File: config.mk
export PLATFORM = sky130hd
export DESIGN_NAME = expu_accumulator
export DESIGN_NICKNAME = d
export VERILOG_FILES = /design/src/rtl/sfm_pkg.sv /design/src/rtl/expu_fp2fix.sv /design/src/rtl/expu_accumulator.sv
export SDC_FILE = /design/constraint.sdc
export NUM_CORES = 1
export LEC_CHECK = 0
export CAP_MARGIN = 10
export CORE_MARGIN = 3
export CORE_UTILIZATION = 43
export DETAILED_ROUTE_END_ITERATION = 10
export DONT_BUFFER_PORTS = 1
export PLACE_DENSITY_LB_ADDON = 0.3
export SLEW_MARGIN = 30
export SYNTH_ARGS = -nofsm -noshare
export SYNTH_HDL_FRONTEND = slang
export SYNTH_HIERARCHICAL = 1
export SYNTH_SLANG_ARGS = --single-unit
export TNS_END_PERCENT = 5
File: constraint.sdc
create_clock -name clk_i -period 3.6 [get_ports clk_i]
set_input_delay 0.36 -clock clk_i [delete_from_list [all_inputs] [get_ports clk_i]]
set_output_delay 0.36 -clock clk_i [all_outputs]
set_load 0.03 [all_outputs]
File: src/rtl/sfm_pkg.sv
// Shared types and constants for the softmax exponential-unit blocks:
// floating-point format descriptors, accumulator geometry and accumulator FSM states.
package sfm_pkg;

    typedef enum logic [1:0] {
        FP32 = 2'd0,
        FP16 = 2'd1,
        BF16 = 2'd2
    } fp_format_e;

    localparam fp_format_e FPFORMAT_IN = BF16;

    localparam int unsigned EXPU_ACC_WIDTH     = 32;
    localparam int unsigned EXPU_ACC_FRAC_BITS = 16;

    typedef enum logic [1:0] {
        IDLE  = 2'd0,
        ACC   = 2'd1,
        DRAIN = 2'd2,
        DONE  = 2'd3
    } acc_state_e;

    function automatic int unsigned fp_exp_bits(input fp_format_e fmt);
        case (fmt)
            FP32:    return 8;
            FP16:    return 5;
            default: return 8;
        endcase
    endfunction

    function automatic int unsigned fp_man_bits(input fp_format_e fmt);
        case (fmt)
            FP32:    return 23;
            FP16:    return 10;
            default: return 7;
        endcase
    endfunction

    function automatic int unsigned fp_width(input fp_format_e fmt);
        return 1 + fp_exp_bits(fmt) + fp_man_bits(fmt);
    endfunction

endpackage

File: src/rtl/expu_fp2fix.sv
// Combinational float -> unsigned fixed-point conversion of one exponential value.
// SFM_ACC_SATURATE_EN: clamp to all-ones on overflow and report it; otherwise wrap.
module expu_fp2fix
    import sfm_pkg::*;
#(
    parameter fp_format_e  FPFORMAT      = FPFORMAT_IN,
    parameter int unsigned ACC_WIDTH     = EXPU_ACC_WIDTH,
    parameter int unsigned ACC_FRAC_BITS = EXPU_ACC_FRAC_BITS
) (
    input  logic [fp_width(FPFORMAT)-1:0] fp_i,
    output logic [ACC_WIDTH-1:0]          fix_o,
    output logic                          err_o,
    output logic                          ovf_o
);

    localparam int unsigned EB   = fp_exp_bits(FPFORMAT);
    localparam int unsigned MB   = fp_man_bits(FPFORMAT);
    localparam int unsigned BIAS = (1 << (EB - 1)) - 1;
    // Net left shift applied to the integer significand {1,mant}.
    localparam int          OFFS = int'(ACC_FRAC_BITS) - int'(MB) - int'(BIAS);
`ifdef SFM_ACC_SATURATE_EN
    localparam int unsigned WW   = ACC_WIDTH + MB + 1;
`else
    localparam int unsigned WW   = ACC_WIDTH;
`endif

    logic          sign_bit;
    logic [EB-1:0] exp_f;
    logic [MB:0]   sig;
    logic [WW-1:0] wide;
    logic          conv_ovf;
    int            sh_amt;

    assign sign_bit = fp_i[EB+MB];
    assign exp_f    = fp_i[EB+MB-1:MB];
    assign sig      = {1'b1, fp_i[MB-1:0]};

    always_comb begin
        wide     = '0;
        conv_ovf = 1'b0;
        err_o    = 1'b0;
        sh_amt   = int'(exp_f) + OFFS;
        if (sign_bit || (exp_f == '1)) begin
            err_o = 1'b1;
        end else if (exp_f != '0) begin
            if (sh_amt >= 0) begin
                wide = WW'(sig) << sh_amt;
`ifdef SFM_ACC_SATURATE_EN
                conv_ovf = (sh_amt >= int'(ACC_WIDTH)) || (|wide[WW-1:ACC_WIDTH]);
`endif
            end else begin
                wide = WW'(sig) >> (-sh_amt);
            end
        end
    end

`ifdef SFM_ACC_SATURATE_EN
    assign fix_o = conv_ovf ? '1 : wide[ACC_WIDTH-1:0];
    assign ovf_o = conv_ovf;
`else
    assign fix_o = wide[ACC_WIDTH-1:0];
    assign ovf_o = conv_ovf;
`endif

endmodule

File: src/rtl/expu_accumulator.sv
// Sums one row of exponential values into a fixed-point accumulator (convert, register, add).
// SFM_ACC_SATURATE_EN: saturating conversion/accumulation with sticky ovf_o; otherwise wrap, ovf_o=0.
module expu_accumulator
    import sfm_pkg::*;
#(
    parameter fp_format_e  FPFORMAT      = FPFORMAT_IN,
    parameter int unsigned ACC_WIDTH     = EXPU_ACC_WIDTH,
    parameter int unsigned ACC_FRAC_BITS = EXPU_ACC_FRAC_BITS,
    parameter int unsigned CNT_WIDTH     = 16
) (
    input  logic                          clk_i,
    input  logic                          rst_ni,
    input  logic                          clear_i,
    input  logic                          in_valid_i,
    output logic                          in_ready_o,
    input  logic [fp_width(FPFORMAT)-1:0] in_data_i,
    input  logic                          in_last_i,
    output logic                          sum_valid_o,
    input  logic                          sum_ready_i,
    output logic [ACC_WIDTH-1:0]          sum_o,
    output logic [CNT_WIDTH-1:0]          count_o,
    output logic                          err_o,
    output logic                          ovf_o
);

    acc_state_e            state_q, state_d;
    logic                  s1_valid_q, s1_valid_d;
    logic [ACC_WIDTH-1:0]  s1_data_q, s1_data_d;
    logic [ACC_WIDTH-1:0]  acc_q, acc_d;
    logic [CNT_WIDTH-1:0]  cnt_q, cnt_d;
    logic                  err_q, err_d;
    logic                  ovf_q, ovf_d;

    logic [ACC_WIDTH-1:0]  conv_fix;
    logic                  conv_err;
    logic                  conv_ovf;
    logic                  accept;
    logic                  handshake;
`ifdef SFM_ACC_SATURATE_EN
    logic [ACC_WIDTH:0]    add_full;
`endif

    expu_fp2fix #(
        .FPFORMAT      (FPFORMAT),
        .ACC_WIDTH     (ACC_WIDTH),
        .ACC_FRAC_BITS (ACC_FRAC_BITS)
    ) u_fp2fix (
        .fp_i  (in_data_i),
        .fix_o (conv_fix),
        .err_o (conv_err),
        .ovf_o (conv_ovf)
    );

    assign in_ready_o  = (state_q == IDLE) || (state_q == ACC);
    assign sum_valid_o = (state_q == DONE);
    assign accept      = in_valid_i && in_ready_o;
    assign handshake   = sum_valid_o && sum_ready_i;

    assign sum_o   = acc_q;
    assign count_o = cnt_q;
    assign err_o   = err_q;
    assign ovf_o   = ovf_q;

    always_comb begin
        state_d    = state_q;
        s1_valid_d = accept;
        s1_data_d  = accept ? conv_fix : '0;
        acc_d      = acc_q;
        cnt_d      = cnt_q;
        err_d      = err_q;
        ovf_d      = ovf_q;

        if (s1_valid_q) begin
`ifdef SFM_ACC_SATURATE_EN
            add_full = {1'b0, acc_q} + {1'b0, s1_data_q};
            acc_d    = add_full[ACC_WIDTH] ? '1 : add_full[ACC_WIDTH-1:0];
            ovf_d    = ovf_q | add_full[ACC_WIDTH];
`else
            acc_d    = acc_q + s1_data_q;
`endif
        end
`ifdef SFM_ACC_SATURATE_EN
        else begin
            add_full = '0;
        end
`endif

        if (accept) begin
            if (cnt_q != '1) begin
                cnt_d = cnt_q + 1'b1;
            end
            err_d = err_d | conv_err;
            ovf_d = ovf_d | conv_ovf;
        end

        case (state_q)
            IDLE, ACC: if (accept) state_d = in_last_i ? DRAIN : ACC;
            DRAIN:     state_d = DONE;
            DONE:      if (handshake) state_d = IDLE;
            default:   state_d = IDLE;
        endcase

        // Result has been consumed: start the next row from a clean slate.
        if (handshake) begin
            acc_d = '0;
            cnt_d = '0;
            err_d = 1'b0;
            ovf_d = 1'b0;
        end

        if (clear_i) begin
            state_d    = IDLE;
            s1_valid_d = 1'b0;
            s1_data_d  = '0;
            acc_d      = '0;
            cnt_d      = '0;
            err_d      = 1'b0;
            ovf_d      = 1'b0;
        end
    end

    always_ff @(posedge clk_i or negedge rst_ni) begin
        if (!rst_ni) begin
            state_q    <= IDLE;
            s1_valid_q <= 1'b0;
            s1_data_q  <= '0;
            acc_q      <= '0;
            cnt_q      <= '0;
            err_q      <= 1'b0;
            ovf_q      <= 1'b0;
        end else begin
            state_q    <= state_d;
            s1_valid_q <= s1_valid_d;
            s1_data_q  <= s1_data_d;
            acc_q      <= acc_d;
            cnt_q      <= cnt_d;
            err_q      <= err_d;
            ovf_q      <= ovf_d;
        end
    end

endmodule

# --- Word-level counts from Yosys, hierarchy flattened ---
# Cells that the tools add are included.
totals:
  ff_bits: 85
  output_inout_bits: 52
  word_cells: 59
classes:
  add_sub_neg: 4
  order_cmp: 1
  eq_ne: 7
  n_shift: 2
  mux: 24
  n_bitwise: 1
  reduce_logical: 13
op_table:
  columns: ["op", "n"]
  rows:
  - ["$mux W32", 8]
  - ["$mux W16", 4]
  - ["$add A32 B32 Y32", 1]
  - ["$ge A32 B1 Y1 const B", 1]
  - ["$neg A32 Y32", 1]
  - ["$shl A8 B32 Y32", 1]
  - ["$shr A8 B32 Y32", 1]
  - ["$add A16 B1 Y16 const B", 1]
  - ["$ne A16 B16 Y1 const B", 1]
  - ["$add A9 B8 Y10 const B", 1]
  - ["$reduce_bool A3 Y1", 3]
  - ["$eq A8 B8 Y1 const B", 1]
  - ["$mux W2", 4]
  - ["$reduce_bool A8 Y1", 1]
  - ["$mux W1", 7]
  - ["$pmux W2 S3", 1]
  - ["$eq A2 B2 Y1 const B", 2]
  - ["$reduce_and A2 Y1", 2]
  - ["$ne A3 B2 Y1 const B", 1]
  - ["$ne A3 B3 Y1 const B", 1]
  - ["$eq A2 B1 Y1 const B", 1]
  - ["$logic_and A1 B1 Y1", 2]
  - ["$logic_not A2 Y1", 1]
  - ["$logic_or A1 B1 Y1", 2]
  - ["other kinds (3)", 3]

# --- Depth between registers and ports, before layout ---
logic_depth:
  depth_word: 8
  ltp_mapped: 14
  mapped_depth_nobuf: 12

# --- Modules after synthesis ---
# Netlist, hierarchy kept.
modules_own_cells:
  columns: ["mod", "instances", "cells_each", "area_each_um2", "seq_area_each_um2"]
  rows:
  - ["expu_accumulator", 1, 505, 4860.9, 2127.0]
  - ["expu_fp2fix", 1, 251, 1838.0, 0.0]

# --- Worst setup path before layout ---
# OpenSTA, ideal clock, no wires.
synth_path:
  kind: "input port to flip-flop"
  start: "input in_data_i[8]"
  end: "register s1_data_q[4]"
  arrival_ns: 3.036
  setup_slack_ns: 0.497
  path_stages: 14
  n_path_buf: 2
  path_cell_list: "ha_1 -> buf_4 -> o2111ai_4 -> xor2_2 -> nor2_4 -> buf_2 -> nand3b_1 -> ha_1 -> nor4bb_1 -> nand3_1 -> nor4_2 -> nand3_2 -> o41ai_1 -> and2_1"
synth_via:
  elab_chain_len: 8
  word_cells_on_any_way: 13
synth_lines:
  columns: ["element", "line_no", "text"]
  rows:
  - ["start, declared", "expu_accumulator.sv:16", "input logic [fp_width(FPFORMAT)-1:0] in_data_i,"]
  - ["$add A9 B8 Y10", "expu_fp2fix.sv:42", "sh_amt = int'(exp_f) + OFFS;"]
  - ["$neg A32 Y32", "expu_fp2fix.sv:52", "wide = WW'(sig) >> (-sh_amt);"]
  - ["$shr A8 B32 Y32", "expu_fp2fix.sv:52", null]
  - ["$mux W32", "expu_fp2fix.sv:46", "if (sh_amt >= 0) begin"]
  - ["$mux W32", "expu_fp2fix.sv:45", "end else if (exp_f != '0) begin"]
  - ["$mux W32 (*)", "expu_fp2fix.sv:43", "if (sign_bit || (exp_f == '1)) begin"]
  - ["via conv_fix[4]", "expu_accumulator.sv:34", "logic [ACC_WIDTH-1:0] conv_fix;"]
  - ["$mux W32 (*)", "expu_accumulator.sv:67", "s1_data_d = accept ? conv_fix : '0;"]
  - ["$mux W32 (*)", "expu_accumulator.sv:111", "if (clear_i) begin"]
  - ["via s1_data_d[4]", "expu_accumulator.sv:28", "logic [ACC_WIDTH-1:0] s1_data_q, s1_data_d;"]
  - ["end signal, assigned", "expu_accumulator.sv:134", "s1_data_q <= s1_data_d;"]
  - ["end, declared", "expu_accumulator.sv:28", null]
# Mark *: on every way through the listed nets, which the timed path passes. The rest lies on a longest branch.
# A chain may end at the register's enable or synchronous reset.

# --- Final worst setup path ---
layout_path:
  start: "register acc_q[0], in the netlist sum_o[0]"
  end: "register acc_q[24], in the netlist sum_o[24]"
layout_via:
  elab_chain_len: 4
layout_lines:
  columns: ["element", "line_no", "text"]
  rows:
  - ["start, declared", "expu_accumulator.sv:29", "logic [ACC_WIDTH-1:0] acc_q, acc_d;"]
  - ["start signal, assigned", "expu_accumulator.sv:127", "acc_q <= '0;"]
  - ["start signal, assigned", "expu_accumulator.sv:135", "acc_q <= acc_d;"]
  - ["$add A32 B32 Y32", "expu_accumulator.sv:79", "acc_d = acc_q + s1_data_q;"]
  - ["$mux W32", "expu_accumulator.sv:73", "if (s1_valid_q) begin"]
  - ["$mux W32", "expu_accumulator.sv:104", "if (handshake) begin"]
  - ["$mux W32", "expu_accumulator.sv:111", null]
# Every way passes these cells. The select of a mux whose other input is x is not followed.

==> results.txt <==
outcome = finished, final reports clean
CP peak stage delay = 510 ps
path depth of the worst reg2reg path = 12
global-route wire length before repair = 27,900 um
power share of the combinational group = 14.1%
CTS clk-pin slew, worst paths = 70 ps
TritonCTS Sinks = 85
clock share of power = 42.4%
dominant synthesized flop cell = sky130_fd_sc_hd__dfrtp_1
fraction of final layout cells sized beyond drive strength 1 = 8.33%
power dissipated by switching net loads = 0.638 mW
Power per Cell Area = 317 nW/um^2
Filler Cells Inserted = 1,385
adder-cell area share of the yosys netlist = 8.52%
final antenna-violating net count = 0
buffers from clock root to sink, at most = 2
maximum number of pins on one net before global-route repair = 86
per-instance average area after synthesis = 8.86 sq um
setup-violating endpoint count in the final report = 0
RePlAce Congestion = 0.921
Pre-Repair DR Iteration Count = 5
maximum fanout count along the critical path = 4
number of enable-type register cells in the synthesized netlist = 0
worst hold path class = in2reg
Max Freq = 314 MHz
Cell Int Power = 1.63 mW
Placeable Area = 14,900 sq um
simple-gate portion of the synthesized area = 23.9%
most frequent cells in the layout = 90 x sky130_fd_sc_hd__nor2_1, 85 x sky130_fd_sc_hd__dfrtp_1, 54 x sky130_fd_sc_hd__nand2_1
drt first-iter violations = 421
CTS-repair resized insts = 0
cell area after placement = 6800 sq um
share of flip-flops with an asynchronous set or reset after synthesis = 100%
Pins Over Slew Limit = 0
total negative slack for setup checks = 0 ps
Antenna Diode Count = 0
worst hold-check slack = 158 ps
die width = 131 um
Worst IR Drop VDD = 0.264 mV
worst slew slack as a fraction of its limit = 40.3%
compound-cell area share of the yosys netlist = 18.6%
Post-Syn Nets = 823
Sw Share = 28.2%
Setup crit start kind = register
deepest level of the CTS H-tree = 3
Critical Setup Path Class = reg2reg
warning count from the yosys run = 6
sequence of cells on the critical path = ha_1, inv_1, fa_1, nor2b_4, o31a_1, o31a_4, a2111oi_4, o2111ai_1, o211a_1, a221oi_2, xor2_1, o21ai_1
post-CTS setup buffer count = 0
TritonCTS clock tree = done
die extent in y = 131 um
RSZ-0062 raised after global routing = no
Net count, final = 806
post-cts hold buffer count = 2
initial antenna violation count = 0
Arr. time, crit path = 3410 ps
clock insertion delay at the later pin of the skew report = 350 ps
Design Area, Final = 7150 sq um
Rows = 44
post-route insts no fill = 928
static power due to leakage = 3.16 nW
slowest cell on the critical path = sky130_fd_sc_hd__dfrtp_1
count of input and output buffers = 0
total DRC errors in the routed layout = 0
transition time at the pin with the least slew margin = 896 ps
TritonCTS Buffers = 9
most common library cell in the layout ignoring fill and taps = sky130_fd_sc_hd__nor2_1
Root Buffer Master = sky130_fd_sc_hd__clkbuf_16
proportion of power drawn by flip-flops and latches = 43.5%
cell total after placement = 910
Synth-to-Final Area Change = 6.69%
leftover overflow at the end of global routing = 0
number of instances on the worst hold path = 2
total I/O pin count = 74
final core utilization = 48.1%
starting utilization of the core area = 45.1%
Total Routing Usage GR = 20.1%
shortest clock period the worst path allows after layout = 3180 ps
Max-Cap Viols = 0
final hold violation count = 0
xor-xnor portion of the synthesized cell area = 6.65%
Setup crit end kind = register
count of state elements after synthesis = 85
gate count after technology mapping = 756
WP data required = 3830 ps
cell area after synthesis = 6700 sq um
register area share after synthesis = 31.8%
combinational family with the most area after synthesis = simple AND/OR/NAND/NOR gates
via count of the first global-routing pass = 5,331
Die Area = 17,100 sq um
vias post-DR = 5,540
via density per instance = 5.97
total half-perimeter wirelength after legalization and detailed placement = 12,500 um
share of synthesized area spent on multiplexers = 7.04%
routed len/inst = 17.9 um
period utilisation layout = 88.4%
Total Routed Length = 16,600 um
number of distinct library cells after synthesis = 86
setup skew after layout = 8.30 ps
==> layer usage <==
layer  up-vias  part of all wire, %  GRT usage (%)
li1       2700                    -              -
met1      2655                   48           29.5
met2       160                   45           30.2
met3        25                  4.9           3.74
met4         0                  1.9           6.05
met5         -                    0              0
==> Yosys cell counts, drive strengths merged, types with 16 or more instances <==
master | count | area [sq um]
dfrtp | 85 | 2130
nand3 | 27 | 140
and2 | 40 | 250
ha | 44 | 551
mux2i | 31 | 310
a21oi | 52 | 268
nor3 | 21 | 115
nand2 | 55 | 209
nor2 | 91 | 349
buf | 16 | 100
xnor2 | 21 | 203
o21ai | 41 | 205
clkbuf | 21 | 80.1
xor2 | 26 | 243
==> through the flow <==
| stage | power, mW | setup WS, ps |
|---|---|---|
| 2_1_floorplan | 1.25 | 497 |
| 3_3_place_gp | 1.29 | 427 |
| 3_5_place_dp | 1.30 | 216 |
| 4_1_cts | 2.29 | 451 |
| 5_1_grt | 2.37 | 148 |
| 6_report | 2.26 | 418 |
==> state kept, by name, indices dropped and copies added, names as in the netlist <==
signal / flops
ovf_o: 1
state_q: 2
s1_data_q: 32
sum_o: 32
err_o: 1
s1_valid_q: 1
count_o: 16
==> critical path, delay by kind of cell, from the launching register on <==
family,cells,cell delay (ps)
and+or+nand+nor,1,60
xor gates and xnor gates,1,170
buffers and inverters,1,70
DFF,1,510
AOI/OAI and AO/OA,7,1710
adders and majority gates,2,540
==> power groups by stage <==
stage	clock, mW	sequential, mW	combinational [mW]
5_1_grt	1.03	0.986	0.353
3_3_place_gp	0	1.00	0.287
6_report	0.960	0.986	0.319
3_5_place_dp	0	1.00	0.292
2_1_floorplan	0	1.00	0.249
4_1_cts	0.983	0.986	0.317
==> final cells by class <==
class	instances	area, sq um	share of cell area (%)
clock buffer	9	225	3.15
timing repair buffer	9	90.1	1.26
clock inverter	7	82.6	1.16
tap	184	230	3.22
multi-input combinational	620	4340	60.7
sequential	85	2130	29.8
inverter	14	52.6	0.735
==> worst paths after layout <==
path | startpoint | to | slack, ps
hold reg to reg | state_q[0]$_DFFE_PN0P_ | state_q[0]$_DFFE_PN0P_ | 600
setup reg to reg | sum_o[0]$_DFFE_PN0P_ | sum_o[24]$_DFFE_PN0P_ | 420
min in group asynchronous | rst_ni | sum_o[21]$_DFFE_PN0P_ | 630
setup / recovery | sum_o[0]$_DFFE_PN0P_ | sum_o[24]$_DFFE_PN0P_ | 420
hold / removal | in_valid_i | state_q[1]$_DFFE_PN0P_ | 160
max in group asynchronous | rst_ni | s1_data_q[7]$_DFF_PN0_ | 2610
==> kinds of logic after synthesis <==
family,Yosys count
other,1
muxes,40
xor gates and xnor gates,47
DFF,85
adders and majority gates,45
buffers and inverters,51
AOI/OAI and AO/OA,178
and+or+nand+nor,309
(Power assumes the default switching activity.)
